`src/rtl/clock_time_keeper_if.sv`:
```
// clock_time_keeper_if: control/display bundle for clock_time_keeper.
// master drives INCREMENT/ORDER/MODE_12H (and alarm settings when
// CLOCK_TIME_ALARM_EN is defined) and reads the time outputs; slave is the keeper.
interface clock_time_keeper_if;
  logic       INCREMENT;
  logic [1:0] ORDER;
  logic       MODE_12H;
  logic [7:0] seconds;
  logic [7:0] minutes;
  logic [7:0] hours;
  logic       pm;
  logic       tick;
  logic       day_wrap;
`ifdef CLOCK_TIME_ALARM_EN
  logic       ALARM_ENABLE;
  logic [7:0] ALARM_HOURS;
  logic [7:0] ALARM_MINUTES;
  logic       alarm;
  modport master (output INCREMENT, ORDER, MODE_12H, ALARM_ENABLE, ALARM_HOURS, ALARM_MINUTES,
                  input seconds, minutes, hours, pm, tick, day_wrap, alarm);
  modport slave (input INCREMENT, ORDER, MODE_12H, ALARM_ENABLE, ALARM_HOURS, ALARM_MINUTES,
                 output seconds, minutes, hours, pm, tick, day_wrap, alarm);
`else
  modport master (output INCREMENT, ORDER, MODE_12H,
                  input seconds, minutes, hours, pm, tick, day_wrap);
  modport slave (input INCREMENT, ORDER, MODE_12H,
                 output seconds, minutes, hours, pm, tick, day_wrap);
`endif
endinterface

```
`src/rtl/clock_time_keeper.sv`:
```
// clock_time_keeper: time-of-day keeper with 1 s prescaler, set mode and 12/24h display.
// Ports: CLK (clock), RST (async active-low reset), bus (slave modport):
//   INCREMENT/ORDER set-mode controls, MODE_12H display select,
//   seconds/minutes/hours/pm display, tick/day_wrap strobes.
// Optional alarm (ALARM_ENABLE/ALARM_HOURS/ALARM_MINUTES -> alarm) with CLOCK_TIME_ALARM_EN.
module clock_time_keeper #(
  parameter int CLOCK_FREQ = 50000000,
  parameter int CNT_W      = $clog2(CLOCK_FREQ)
) (
  input logic CLK,
  input logic RST,
  clock_time_keeper_if.slave bus
);
  logic [CNT_W-1:0] cnt_q, cnt_d;
  logic [7:0] sec_q, sec_d, min_q, min_d, hr_q, hr_d;
  logic inc_q, inc_d, tick_q, tick_d, day_wrap_q, day_wrap_d;
  logic run, adv, inc_ev, sec_c, min_c;
`ifdef CLOCK_TIME_ALARM_EN
  logic alarm_q, alarm_d;
`endif
  always_comb begin
    run = bus.ORDER == 2'd0;
    inc_ev = bus.INCREMENT & ~inc_q;
    adv = run && cnt_q == CNT_W'(CLOCK_FREQ - 1);
    sec_c = adv && sec_q == 8'd59;
    min_c = sec_c && min_q == 8'd59;
    // leaving run mode discards the partial second
    cnt_d = (!run || adv) ? '0 : cnt_q + 1'b1;
    // set-mode edits wrap within their own field and never carry
    sec_d = (adv || (bus.ORDER == 2'd1 && inc_ev)) ? (sec_q == 8'd59 ? 8'd0 : sec_q + 8'd1) : sec_q;
    min_d = (sec_c || (bus.ORDER == 2'd2 && inc_ev)) ? (min_q == 8'd59 ? 8'd0 : min_q + 8'd1) : min_q;
    hr_d = (min_c || (bus.ORDER == 2'd3 && inc_ev)) ? (hr_q == 8'd23 ? 8'd0 : hr_q + 8'd1) : hr_q;
    tick_d = adv;
    day_wrap_d = min_c && hr_q == 8'd23;
    inc_d = bus.INCREMENT;
`ifdef CLOCK_TIME_ALARM_EN
    // latches on the advance that lands on HH:MM:00, held until disabled
    alarm_d = bus.ALARM_ENABLE && (alarm_q ||
              (adv && hr_d == bus.ALARM_HOURS && min_d == bus.ALARM_MINUTES && sec_d == 8'd0));
`endif
  end
  always_ff @(posedge CLK or negedge RST) begin
    if (!RST) begin
      cnt_q <= '0;
      sec_q <= '0;
      min_q <= '0;
      hr_q <= '0;
      inc_q <= 1'b0;
      tick_q <= 1'b0;
      day_wrap_q <= 1'b0;
`ifdef CLOCK_TIME_ALARM_EN
      alarm_q <= 1'b0;
`endif
    end else begin
      cnt_q <= cnt_d;
      sec_q <= sec_d;
      min_q <= min_d;
      hr_q <= hr_d;
      inc_q <= inc_d;
      tick_q <= tick_d;
      day_wrap_q <= day_wrap_d;
`ifdef CLOCK_TIME_ALARM_EN
      alarm_q <= alarm_d;
`endif
    end
  end
  assign bus.seconds = sec_q;
  assign bus.minutes = min_q;
  assign bus.hours = !bus.MODE_12H ? hr_q : hr_q == 8'd0 ? 8'd12 : hr_q > 8'd12 ? hr_q - 8'd12 : hr_q;
  assign bus.pm = hr_q >= 8'd12;
  assign bus.tick = tick_q;
  assign bus.day_wrap = day_wrap_q;
`ifdef CLOCK_TIME_ALARM_EN
  assign bus.alarm = alarm_q;
`endif
endmodule
```
`src/flat_wrapper.sv`:
```
// flat-port wrapper written by rule: the top's interface ports become plain ports
module clock_time_keeper_flat 
#(
  parameter int CLOCK_FREQ = 50000000,
  parameter int CNT_W      = $clog2(CLOCK_FREQ)
)
  (CLK, RST, bus_INCREMENT, bus_ORDER, bus_MODE_12H, bus_seconds, bus_minutes, bus_hours, bus_pm, bus_tick, bus_day_wrap);
  clock_time_keeper_if bus_i ();
  input logic CLK;
  input logic RST;
  input wire logic [$bits(bus_i.INCREMENT)-1:0] bus_INCREMENT;
  input wire logic [$bits(bus_i.ORDER)-1:0] bus_ORDER;
  input wire logic [$bits(bus_i.MODE_12H)-1:0] bus_MODE_12H;
  output wire logic [$bits(bus_i.seconds)-1:0] bus_seconds;
  output wire logic [$bits(bus_i.minutes)-1:0] bus_minutes;
  output wire logic [$bits(bus_i.hours)-1:0] bus_hours;
  output wire logic [$bits(bus_i.pm)-1:0] bus_pm;
  output wire logic [$bits(bus_i.tick)-1:0] bus_tick;
  output wire logic [$bits(bus_i.day_wrap)-1:0] bus_day_wrap;
  assign bus_i.INCREMENT = bus_INCREMENT;
  assign bus_i.ORDER = bus_ORDER;
  assign bus_i.MODE_12H = bus_MODE_12H;
  assign bus_seconds = bus_i.seconds;
  assign bus_minutes = bus_i.minutes;
  assign bus_hours = bus_i.hours;
  assign bus_pm = bus_i.pm;
  assign bus_tick = bus_i.tick;
  assign bus_day_wrap = bus_i.day_wrap;
  clock_time_keeper #(.CLOCK_FREQ(CLOCK_FREQ), .CNT_W(CNT_W)) u_core (.CLK(CLK), .RST(RST), .bus(bus_i));
endmodule
```
`config.mk`:
```
export PLATFORM = sky130hd
export DESIGN_NAME = clock_time_keeper_flat
export DESIGN_NICKNAME = d
export VERILOG_FILES = /design/src/rtl/clock_time_keeper_if.sv /design/src/rtl/clock_time_keeper.sv /design/src/flat_wrapper.sv
export SDC_FILE = /design/constraint.sdc
export NUM_CORES = 1
export LEC_CHECK = 0
export ABC_AREA = 1
export CAP_MARGIN = 20
export CORE_ASPECT_RATIO = 0.9
export CORE_MARGIN = 2
export CORE_UTILIZATION = 30
export CTS_CLUSTER_SIZE = 16
export DETAILED_ROUTE_END_ITERATION = 16
export GPL_TIMING_DRIVEN = 0
export SETUP_SLACK_MARGIN = 0.1
export SLEW_MARGIN = 30
export SYNTH_ARGS = -nofsm -noshare
export SYNTH_HDL_FRONTEND = slang
export SYNTH_SLANG_ARGS = --single-unit
```
`constraint.sdc`:
```
create_clock -name CLK -period 1.7 [get_ports CLK]
set_clock_uncertainty 0.15 [all_clocks]
set_input_delay 0.255 -clock CLK [delete_from_list [all_inputs] [get_ports CLK]]
set_output_delay 0.255 -clock CLK [all_outputs]
set_load 0.02 [all_outputs]
```
==> results.ini <==
[outcome]
outcome=complete, but fails checks
violations=setup timing

[cells_and_area]
area_delta_synth_final_pct=50.7
final.fill_count=1009
nNetsFinal=543
fin_util_pct=45.9
diodes=0
multi_input_area_um2=2220
stdcell_area_um2=4900
regArea_um2=1340
drive_gt1_share_pct=39.8

[yosys]
async_flop_share_pct=100
netlist_instances=440
ys_seq_area_share_pct=40.8
yosysTopAreaCell=dfrtp_1
synth.avg_cell_area_um2=7.39
synth_top_area_share_pct=40.8
synth_seq_cells=53
synth_edf_count=0
synth_fp_nets=454
synth.distinct_cells=33
synth_ff_type=dfrtp_1
synth_area_leaders=dfrtp_1, nand2_1, nor2_1, inv_1, nand3_1
yosysWarnings=0
synthesis.area_um2=3250

[floorplanning]
core_um2=10700
die_x_um=114
start_util_pct=30.5
dieHeight_um=103
rows=36
die_area_um2=11700
ios=33

[timing]
period_needed_ns=2.03
rsz0062_at_grt=true
fmax_mhz=492
finalHoldViolations=0
tightestPinTransition_ns=0.495
setup_ws_ns=-0.333
finalCritPeriodShare_pct=120
finalSetupViolations=56
slew_viol_final=0
max-slew-margin-rel_pct=66.9

[critical_path]
cp-end-kind=output pin
crit_type=register to output pin
crit_buf_inv=3
rr_worst_depth=10
max_stage_delay_ns=0.39
cp_top_family=flip-flops
r2r-start=u_core.cnt_q[0]$_DFF_PN0_
worst-r2r-setup-slack_ns=-0.11
crit_fanout=5
arrival_ns=1.63
reg2reg_to=u_core.bus.minutes[3]$_DFFE_PN0P_
cp_slowest_cell=dfrtp_1
critical_path_required_ns=1.29
startpoint_type=register
crit_chain=inv_2 > ha_4 > inv_2 > a21oi_4 > nor2_4 > nand2_2 > nor2_4 > xor2_2 > buf_6

[routing]
detail_route.wirelength_mm=8.30
num_vias=3133
drcViolationCount=0
vias_per_cell=4.73
drt_first_iter_violations=185
routedWlPerCell_um=12.5
antenna_left=0
detail_route.first_pass.iterations=4

[grt]
grt_util_all_layers_pct=14.6
grt-ovfl-total=0
grt_pass1_wl_mm=13.9
grt_pass1_vias=3042
grt_max_degree=30
antenna_found_initial=0

[cts]
cts-root-buf=clkbuf_16
cts_tree=yes
worst_setup_hold_path_clk_slew_ns=0.07
cts.sinks=53
cts_buffer_depth=2
numCtsBuffers=5
insertion_delay_ns=0.29
htree_levels=2

[hold_path]
hold_path.class=input port to async pin

[pwr]
power.leakage_nw=2.24
p_per_area_nw_per_um2=832
peakVddDrop_mv=0.553

[place]
placed_cell_area_um2=3870
gp_congestion=0.832
portBuffers=32
hpwlAfterDp_mm=5.28

[run]
max_cap_viol_count=0

## flip-flops by register name, indices dropped and copies added (netlist names)
signal	count
u_core.bus.day_wrap	1
u_core.bus.minutes	8
u_core.bus.tick	1
u_core.bus.seconds	8
u_core.hr_q	8
u_core.inc_q	1
u_core.cnt_q	26
## metal layers
metal,part of all wire [%],GRT usage (%)
met1,46,19.3
met2,49,24.9
met3,3.2,2.47
met4,1.9,3.85
met5,0,0
## what timing repair did
item	4_1_cts	5_1_grt
buffers inserted	32	13
hold buffers	1	0
pin swaps	35	18
resized for setup	145	69
gates cloned	4	0
setup endpoints to repair	77	60
endpoints found under the hold margin	28	0
## cells by family (layout without fill, tap and decap cells)
kind of cell	Yosys count	in the layout	share of synthesized area (%)
XOR/XNOR	23	23	6.19
AND/OR/NAND/NOR	264	266	37.1
flip-flops	53	53	40.8
AO/OA/AOI/OAI	35	35	5.93
buffers and inverters	57	145	6.93
adder cells (fa/ha/maj)	8	8	3.08
## where the power goes
part           internal, mW  switching (mW)
Combinational         0.534           0.667
Sequential             1.40           0.155
Clock                 0.849           0.473
Total                  2.78            1.29
## layout by cell type (no fill, tap or decap), types with 3 or more instances in the layout
| cell | count |
|---|---|
| nor2_1 | 39 |
| dfrtp_2 | 14 |
| nand2_2 | 30 |
| inv_1 | 36 |
| nand2_4 | 5 |
| buf_4 | 41 |
| nor3_4 | 3 |
| o21ai_2 | 3 |
| inv_4 | 4 |
| ha_1 | 3 |
| nor3_2 | 9 |
| nor2_2 | 16 |
| buf_12 | 3 |
| nand4_1 | 7 |
| nor3_1 | 9 |
| clkbuf_16 | 5 |
| buf_6 | 12 |
| clkdlybuf4s50_1 | 4 |
| nand3_4 | 4 |
| o21ai_0 | 3 |
| ha_4 | 5 |
| xor2_1 | 12 |
| o21ai_1 | 10 |
| a21oi_1 | 13 |
| nand2_1 | 89 |
| xor2_2 | 4 |
| nor2_4 | 16 |
| inv_2 | 12 |
| dfrtp_1 | 39 |
| nand3_2 | 5 |
| dlygate4sd2_1 | 18 |
| xnor2_1 | 6 |
| nand3_1 | 25 |
## synth_stat cells, types with 8 or more instances
master,count
o21ai_0,9
xor2_1,16
inv_1,49
dfrtp_1,53
nor2_1,64
nand3_1,31
ha_1,8
a21oi_1,15
nand2_1,120
nor3_1,18
## area by class of cell
class	count	share of cell area [%]
flip-flops and latches	53	27.4
clock buffers	5	2.55
plain buffers	2	0.638
clock inverters	3	1.40
repair buffers	80	14.6
inverters	55	4.75
well taps	133	3.40
multi-input cells	332	45.3
## stage by stage
step | TNS (ns) | hold slack (ns) | worst slack (ns) | instances | power (mW)
final | -5.62 | 0.268 | -0.333 | 663 | 4.08
after CTS | -3.13 | 0.286 | -0.319 | 651 | 4.02
after global placement | -89.49 | 0.340 | -1.70 | 605 | 2.58
after global routing | -9.34 | 0.286 | -0.412 | 663 | 4.31
after floorplan | -0.126 | -0.191 | -0.0882 | 440 | 2.19
after detailed placement | -10.35 | 0.0581 | -0.727 | 606 | 2.61
## worst max-delay path by stage
stage | start | to | slack (ns) | cells after the start
2_1_floorplan | u_core.hr_q[0]$_DFFE_PN0P_ | bus_hours[7] | -0.09 | 8
3_3_place_gp | RST | u_core.bus.minutes[0]$_DFFE_PN0P_ | -1.70 | 1
3_5_place_dp | bus_MODE_12H | bus_hours[7] | -0.73 | 7
4_1_cts | u_core.hr_q[1]$_DFFE_PN0P_ | bus_hours[7] | -0.32 | 9
5_1_grt | u_core.hr_q[1]$_DFFE_PN0P_ | bus_hours[2] | -0.41 | 8
6_report | u_core.hr_q[1]$_DFFE_PN0P_ | bus_hours[7] | -0.33 | 9
(Power assumes the default switching activity.)
